## config.mk

```make
export PLATFORM = sky130hd
export DESIGN_NAME = ex_mem_stage_buf
export DESIGN_NICKNAME = d
export VERILOG_FILES = /design/src/rtl/ex_mem_stage_buf.sv
export SDC_FILE = /design/constraint.sdc
export NUM_CORES = 1
export LEC_CHECK = 0
export ABC_AREA = 1
export CORE_MARGIN = 3
export CORE_UTILIZATION = 30
export CTS_CLUSTER_DIAMETER = 50
export DETAILED_ROUTE_END_ITERATION = 8
export GPL_TIMING_DRIVEN = 0
export HOLD_SLACK_MARGIN = 0.15
export PLACE_DENSITY_LB_ADDON = 0.25
export SYNTH_ARGS = -nofsm -noshare
export SYNTH_HDL_FRONTEND = slang
export SYNTH_SLANG_ARGS = --single-unit
```

## constraint.sdc

```tcl
create_clock -name i_clk -period 10 [get_ports i_clk]
set_clock_uncertainty 0.1 [all_clocks]
set_input_delay 2.5 -clock i_clk [delete_from_list [all_inputs] [get_ports i_clk]]
set_output_delay 2.5 -clock i_clk [all_outputs]
set_load 0.005 [all_outputs]
```

## src/rtl/ex_mem_stage_buf.sv

```systemverilog
// rtl/ex_mem_stage_buf.sv - EX/MEM pipeline stage with valid/ready, optional skid entry and control-only flush
module ex_mem_stage_buf #(
    parameter int DATA_W     = 32,
    parameter int CTRL_W     = 16,
    parameter int SKID       = 1,
    parameter int CLEAR_DATA = 0
) (
    input  logic              i_clk,
    input  logic              i_rst,
    input  logic              i_flush,
    input  logic              i_in_valid,
    output logic              o_in_ready,
    input  logic [CTRL_W-1:0] i_in_ctrl,
    input  logic [DATA_W-1:0] i_in_data,
    output logic              o_out_valid,
    input  logic              i_out_ready,
    output logic [CTRL_W-1:0] o_out_ctrl,
    output logic [DATA_W-1:0] o_out_data,
    output logic [1:0]        o_occupancy,
    output logic [7:0]        o_kill_cnt
);

    // State value doubles as the number of held entries.
    typedef enum logic [1:0] {
        ST_EMPTY = 2'd0,
        ST_HOLD  = 2'd1,
        ST_FULL  = 2'd2
    } state_t;

    state_t            r_state;
    state_t            w_state_nxt;
    logic [CTRL_W-1:0] r_main_ctrl;
    logic [DATA_W-1:0] r_main_data;
    logic [CTRL_W-1:0] r_skid_ctrl;
    logic [DATA_W-1:0] r_skid_data;
    logic [7:0]        r_kill_cnt;

    logic              w_in_ready;
    logic              w_out_valid;
    logic              w_in_fire;
    logic              w_out_fire;
    logic              w_load_main_in;
    logic              w_load_main_skid;
    logic              w_load_skid;
    logic [1:0]        w_occ;
    logic [2:0]        w_kill_inc;
    logic [8:0]        w_kill_sum;
    logic [7:0]        w_kill_nxt;

    // Ready depends only on registered state (plus out_ready in the single-register build).
    always_comb begin
        w_in_ready = 1'b0;
        if (!i_rst) begin
            if (SKID != 0) begin
                w_in_ready = (r_state != ST_FULL);
            end else begin
                w_in_ready = (r_state == ST_EMPTY) || i_out_ready;
            end
        end
    end

    assign w_occ       = r_state;
    assign w_out_valid = !i_rst && (r_state != ST_EMPTY);
    assign w_in_fire   = i_in_valid && w_in_ready;
    assign w_out_fire  = w_out_valid && i_out_ready;

    assign o_in_ready  = w_in_ready;
    assign o_out_valid = w_out_valid;
    assign o_out_ctrl  = w_out_valid ? r_main_ctrl : '0;
    assign o_out_data  = r_main_data;
    assign o_occupancy = i_rst ? 2'd0 : w_occ;
    assign o_kill_cnt  = r_kill_cnt;

    // Entries lost to a flush: held ones not consumed this cycle plus the beat accepted now.
    assign w_kill_inc = {1'b0, w_occ} + {2'b00, w_in_fire} - {2'b00, w_out_fire};
    assign w_kill_sum = {1'b0, r_kill_cnt} + {6'd0, w_kill_inc};
    assign w_kill_nxt = w_kill_sum[8] ? 8'hFF : w_kill_sum[7:0];

    // Next-state and register-load decode; flush overrides every normal move.
    always_comb begin
        w_state_nxt      = r_state;
        w_load_main_in   = 1'b0;
        w_load_main_skid = 1'b0;
        w_load_skid      = 1'b0;
        case (r_state)
            ST_EMPTY: begin
                if (w_in_fire) begin
                    w_state_nxt    = ST_HOLD;
                    w_load_main_in = 1'b1;
                end
            end
            ST_HOLD: begin
                if (w_in_fire && w_out_fire) begin
                    w_load_main_in = 1'b1;
                end else if (w_in_fire && (SKID != 0)) begin
                    w_state_nxt = ST_FULL;
                    w_load_skid = 1'b1;
                end else if (w_out_fire) begin
                    w_state_nxt = ST_EMPTY;
                end
            end
            ST_FULL: begin
                if (w_out_fire) begin
                    w_state_nxt      = ST_HOLD;
                    w_load_main_skid = 1'b1;
                end
            end
            default: w_state_nxt = ST_EMPTY;
        endcase
        if (i_flush) begin
            w_state_nxt      = ST_EMPTY;
            w_load_main_in   = 1'b0;
            w_load_main_skid = 1'b0;
            w_load_skid      = 1'b0;
        end
    end

    // State register.
    always_ff @(posedge i_clk) begin
        if (i_rst) begin
            r_state <= ST_EMPTY;
        end else begin
            r_state <= w_state_nxt;
        end
    end

    // Main and skid payload registers; flush clears control, data only when CLEAR_DATA is set.
    always_ff @(posedge i_clk) begin
        if (i_rst) begin
            r_main_ctrl <= '0;
            r_main_data <= '0;
            r_skid_ctrl <= '0;
            r_skid_data <= '0;
        end else if (i_flush) begin
            r_main_ctrl <= '0;
            r_skid_ctrl <= '0;
            if (CLEAR_DATA != 0) begin
                r_main_data <= '0;
                r_skid_data <= '0;
            end
        end else begin
            if (w_load_main_in) begin
                r_main_ctrl <= i_in_ctrl;
                r_main_data <= i_in_data;
            end else if (w_load_main_skid) begin
                r_main_ctrl <= r_skid_ctrl;
                r_main_data <= r_skid_data;
            end
            if (w_load_skid) begin
                r_skid_ctrl <= i_in_ctrl;
                r_skid_data <= i_in_data;
            end
        end
    end

    // Saturating count of entries discarded by flush.
    always_ff @(posedge i_clk) begin
        if (i_rst) begin
            r_kill_cnt <= 8'd0;
        end else if (i_flush) begin
            r_kill_cnt <= w_kill_nxt;
        end
    end

endmodule

```

==> Word level (Yosys, flattened, before mapping) <==
Cells that the tools add are included.
{ "word_totals": {"out_inout_bits": 60, "mem_bits_ro": 0, "reg_bits": 106, "latch_bits": 0, "ram_bits": 0, "input_bits": 53, "mem_count": 0} }
{ "classes": {"shifts": 0, "n_lt_le_gt_ge": 0, "bitwise_logic": 1, "addsub": 3, "n_eq_ne": 7, "mux": 24, "div_mod_pow": 0, "reduce_logical": 12, "multipliers": 0} }
{ "ops": {"columns": ["operator", "n"], "rows": [
  ["$mux W32", 2],
  ["$mux W16", 3],
  ["$mux W2", 6],
  ["$mux W1", 10],
  ["$add A8 B3 Y9", 1],
  ["$mux W8", 1],
  ["$ne A2 B2 Y1 const B", 4],
  ["$pmux W2 S3", 1],
  ["$logic_and A1 B1 Y1", 4],
  ["$reduce_and A2 Y1", 2],
  ["$reduce_and A4 Y1", 1],
  ["$reduce_bool A2 Y1", 2],
  ["$add A2 B1 Y3", 1],
  ["$ne A3 B3 Y1 const B", 1],
  ["$sub A3 B1 Y3", 1],
  ["$eq A2 B1 Y1 const B", 1],
  ["$eq A2 B2 Y1 const B", 1],
  ["$logic_not A2 Y1", 1],
  ["$pmux W1 S2", 1],
  ["$reduce_or A2 Y1", 1],
  ["$logic_not A1 Y1", 1],
  ["$not A1 Y1", 1]
]} }

==> Longest topological paths before layout <==
Gate-level depths: netlist (run 1).
{ "depth": {"word_depth": 9, "depth_mapped": 19, "ltp_nobuf": 19} }

==> Worst setup path after synthesis (run 1) <==
Ideal clock, no wire load.
{ "synth_timing": {"path_kind": "input to output", "from": "input i_rst", "to": "output o_out_ctrl[10]", "t_arrival_ns": 3.245, "path_buffers": 2, "setup_slack_ns": 4.155, "required_time_ns": 7.400, "path_stages": 5, "path_cell_list": "buf_2 > nor2_4 > inv_1 > clkbuf_1 > nor2_1"} }
{ "synth_via": {"elab_chain_len": 3} }
{ "synth_lines": {"columns": ["item", "line_no", "text"], "rows": [
  ["start, declared", "9", "input logic i_rst,"],
  ["$logic_not A1 Y1", "63", "assign w_out_valid = !i_rst && (r_state != ST_EMPTY);"],
  ["$logic_and A1 B1 Y1", "63", null],
  ["named net o_out_valid", "15", "output logic o_out_valid,"],
  ["$mux W16", "69", "assign o_out_ctrl = w_out_valid ? r_main_ctrl : '0;"],
  ["end, declared", "17", "output logic [CTRL_W-1:0] o_out_ctrl,"]
]} }
The timed path passes the listed nets, and every way through them passes these cells.

==> Final worst setup path (run 1) <==
{ "layout_timing": {"from": "input i_rst", "to": "output o_in_ready"} }
{ "layout_via": {"elab_chain_len": 1} }
{ "layout_lines": {"columns": ["item", "line_no", "text"], "rows": [
  ["$mux W1", "53", "if (!i_rst) begin"],
  ["end, declared", "12", "output logic o_in_ready,"]
]} }
No other way between the ends.

==> metrics, run 1 <==
Post-Syn Area per Cell=6.946 µm²; sequential share of power=0.486; ANT nets after route=0; Setup WS pre-CTS=3369 ps; Core ar.=16170 µm²; Final Total Pwr=0.8920 mW; Syn Inst Count=725; Max-cap violations=0; final cycle utilization of the critical path=0.6598; Final Hold Viols=0; Hold Path Origin=r_skid_ctrl[1]$_SDFFE_PP0P_; Seq cells post-synth=106; Hold/Removal Path Class=register to register; CTS sink cnt=106; switch share=0.2382; initial antenna violation count=0; Clock transition at path regs=70 ps; fmax=151.6 MHz; Nets=907; clock root buffer=clkbuf_16; GP Congestion=0.8326; synthesized cell area=5036 µm²; Comb pwr share=0.097; Resized Gates After CTS=0; clock share of power=0.417; Port Buffers=111; crit path capture type=output pin; DP HPWL=10.55 mm; CTS tree=yes; FILL cells=1769; total clock buffers created by CTS=9; die area=18380 µm²; final worst slack=3402 ps; reg-to-reg critical path startpoint=r_state[1]$_SDFFE_PP0P_; num ports=113; routed len/inst=14.02 µm; Area growth, synth to finish=33.52%; Die H=135.6 µm; max-slew violations=0; Seq/Total Area, Yosys=0.4214; post-synth top area cell=dfxtp_1; Leak=2.503 nW; crit path buf inv count=3; Worst Tran Pin Value=763.0 ps; Critical Path Fanout Max=10; Post-CTS Setup Bufs=0; share of the synthesized area in the top cell type=0.4214; vias=5028; Post-Route WL=14.97 mm; syn_nets=785; DRT iter0 DRCs=406; synth top area cells=dfxtp_1 (42%), nand3_1 (15%), nor2_1 (8.6%); CP startpoint=i_rst; count of final setup violators=0; die width=135.6 µm; CP Class=input pin to output pin; status=finished clean; Post-CTS Hold Fix Bufs=0; Rows=46; Clock H-tree levels=3; Max VDD drop=0.00008179 V; crit path time final=6598 ps; vias in the first global route=4844; DR vias/cell=4.708; Max stage delay on crit path=560 ps; # diodes=0; synth unique cells=31; PD cells=132.7 nW/µm²; Pre-antenna DRT Iters=5; Clock Latency Late Sink=360 ps; GRT Resource Usage Total=0.1683; relative max-transition margin=0.4913; R2R setup slack=6660 ps; CP Launch Type=input pin; starting density of the core=0.3114; slowest stage cell, crit path=buf_1; RSZ-0062 raised after global routing=false; Longest Clk Path Bufs=2; Psw=0.2125 mW; internal power=0.6795 mW; fraction of layout cells with a size suffix above 1=0.07864; first-pass GRT wire length=24.65 mm; Top delay family on crit path=buffers and inverters; pin count of the biggest net entering global routing=17; Congestion Overflow GR=0; fin cells=1068; WP data required=7400 ps; placed insts=1052; Arr. time, crit path=4000 ps; Post-route DRC=0; crit-path cells=buf_2 > buf_1 > nor2_1 > clkdlybuf4s50_1; setup TNS=0 ps; Warnings, synthesis=0
through the flow:
step | util | hold slack [ps] | instance area, µm²
finish | 0.4158 | 368.5 | 6724
global route | 0.4158 | 393.7 | 6724
CTS | 0.4158 | 371.3 | 6724
detailed placement | 0.3968 | 360.7 | 6417
global placement | 0.3968 | 356.4 | 6417
floorplan | - | 345.9 | 5036
area by class of cell:
class	instances	area, µm²	share of cell area
timing repair buffer	111	1111	0.1652
multi-input combinational	483	2320	0.3450
buffer	53	282.8	0.04205
tap	216	270.3	0.04019
clock buffer	12	256.5	0.03815
clock inverter	4	50.05	0.007443
sequential	106	2122	0.3156
inverter	83	311.5	0.04633
synthesized netlist by cell type:
library cell and count:
buf_6 4, xnor2_1 1, nand2_4 1, nand2_1 83, inv_2 4, nand2_2 2
buf_1 3, nand4_1 3, fa_1 2, nor3_1 3, nand3b_1 1, nor2_4 1
nand3_1 153, dfxtp_1 106, a21oi_2 10, o21ai_1 2, a21oi_1 45, buf_2 15
buf_4 9, nor2_2 3, clkbuf_2 1, clkbuf_1 21, nand3_2 1, inv_1 79
o21bai_1 1, nor2_1 115, a31oi_1 5, ha_1 5, nor4_1 1, or2_2 1
o21ai_0 44
sequential cells by signal, indices dropped and copies added, names as in the netlist:
name	cells
o_kill_cnt	8
r_main_ctrl	16
r_skid_ctrl	16
o_out_data	32
r_skid_data	32
r_state	2
layer usage:
| metal | vias up | part of all wire | wire, µm | global-route usage |
|---|---|---|---|---|
| li1 | 2587 | - | - | - |
| met1 | 2286 | 0.49 | 7389 | 0.2339 |
| met2 | 138 | 0.44 | 6539 | 0.2608 |
| met3 | 17 | 0.053 | 796 | 0.03380 |
| met4 | 0 | 0.016 | 247 | 0.05767 |
| met5 | - | 0 | 0 | 0 |
power groups by stage:
stage               logic (mW)  registers (mW)  clock network, mW
floorplan               0.0382           0.443                  0
global placement        0.0865           0.444                  0
detailed placement      0.0864           0.444                  0
CTS                     0.0868           0.434              0.381
global route            0.0965           0.435              0.394
finish                  0.0862           0.434              0.372
final timing paths:
| path | endpoint | cells after the start |
|---|---|---|
| worst min register to register | r_skid_ctrl[1]$_SDFFE_PP0P_ | 2 |
| worst min-delay path | r_skid_ctrl[1]$_SDFFE_PP0P_ | 2 |
| worst max-delay path | o_in_ready | 4 |
| worst max register to register | o_kill_cnt[5]$_SDFFE_PP0P_ | 16 |
kinds of logic after synthesis:
family                     after synthesis  synth area share
buffers and inverters                  136            0.1180
adders and majority gates                7           0.02037
xor gates and xnor gates                 1          0.001739
AOI/OAI and AO/OA                      107            0.1155
and+or+nand+nor                        368            0.3230
DFF                                    106            0.4214
worst min-delay path: stages (launching register included):
cell and delay, ps:
dfxtp_1 310, nand2_1 60, a21oi_1 50
cells in the final DEF, fill, tap and decap left out:
cell / synthesis / layout
nor2_1: 115 / 115
inv_1: 79 / 79
clkdlybuf4s50_1: 0 / 111
bufinv_16: 0 / 1
clkbuf_8: 0 / 2
nand3_1: 153 / 153
clkinv_2: 0 / 1
nor2_4: 1 / 1
nand3_2: 1 / 1
buf_2: 15 / 15
nand4_1: 3 / 3
a21oi_2: 10 / 10
dfxtp_1: 106 / 106
buf_1: 3 / 3
inv_2: 4 / 4
a31oi_1: 5 / 5
a21oi_1: 45 / 45
nor3_1: 3 / 3
ha_1: 5 / 5
clkbuf_16: 0 / 9
o21bai_1: 1 / 1
fa_1: 2 / 2
buf_6: 4 / 4
nor2_2: 3 / 3
nand2_1: 83 / 83
clkbuf_2: 1 / 1
o21ai_1: 2 / 2
nand2_2: 2 / 2
nor4_1: 1 / 1
clkinvlp_4: 0 / 2
nand3b_1: 1 / 1
clkbuf_1: 21 / 22
or2_2: 1 / 1
o21ai_0: 44 / 44
buf_4: 9 / 9
xnor2_1: 1 / 1
nand2_4: 1 / 1
Note: power is estimated with default switching activity, not from simulation.
==> inputs of run 2 (changes only) <==
clock period = 5.95 ns   (was 10 ns; I/O delays follow)
==> results of run 2 <==
The final DEF is identical to that of run 1. Status: finished clean.
Among the figures that moved: setup slack after placement 3369 ps -> 1287 ps; setup slack after layout 3402 ps -> 1377 ps; register-to-register setup slack 6660 ps -> 2610 ps; total power 0.8920 mW -> 1.499 mW; worst IR drop on VDD 0.00008179 V -> 0.0001375 V
==> inputs of run 3 (changes only) <==
clock period = 4.3 ns   (was 5.95 ns; I/O delays follow)
==> results of run 3 <==
The final DEF is identical to that of run 1. Status: finished clean.
Among the figures that moved: setup slack after placement 3369 ps -> 49.61 ps; setup slack after layout 3402 ps -> 390.5 ps; start point of the critical path i_rst -> i_out_ready; end point of the critical path o_in_ready -> o_kill_cnt[5]$_SDFFE_PP0P_; register-to-register setup slack 6660 ps -> 960 ps; total power 0.8920 mW -> 2.074 mW; worst IR drop on VDD 0.00008179 V -> 0.0001902 V
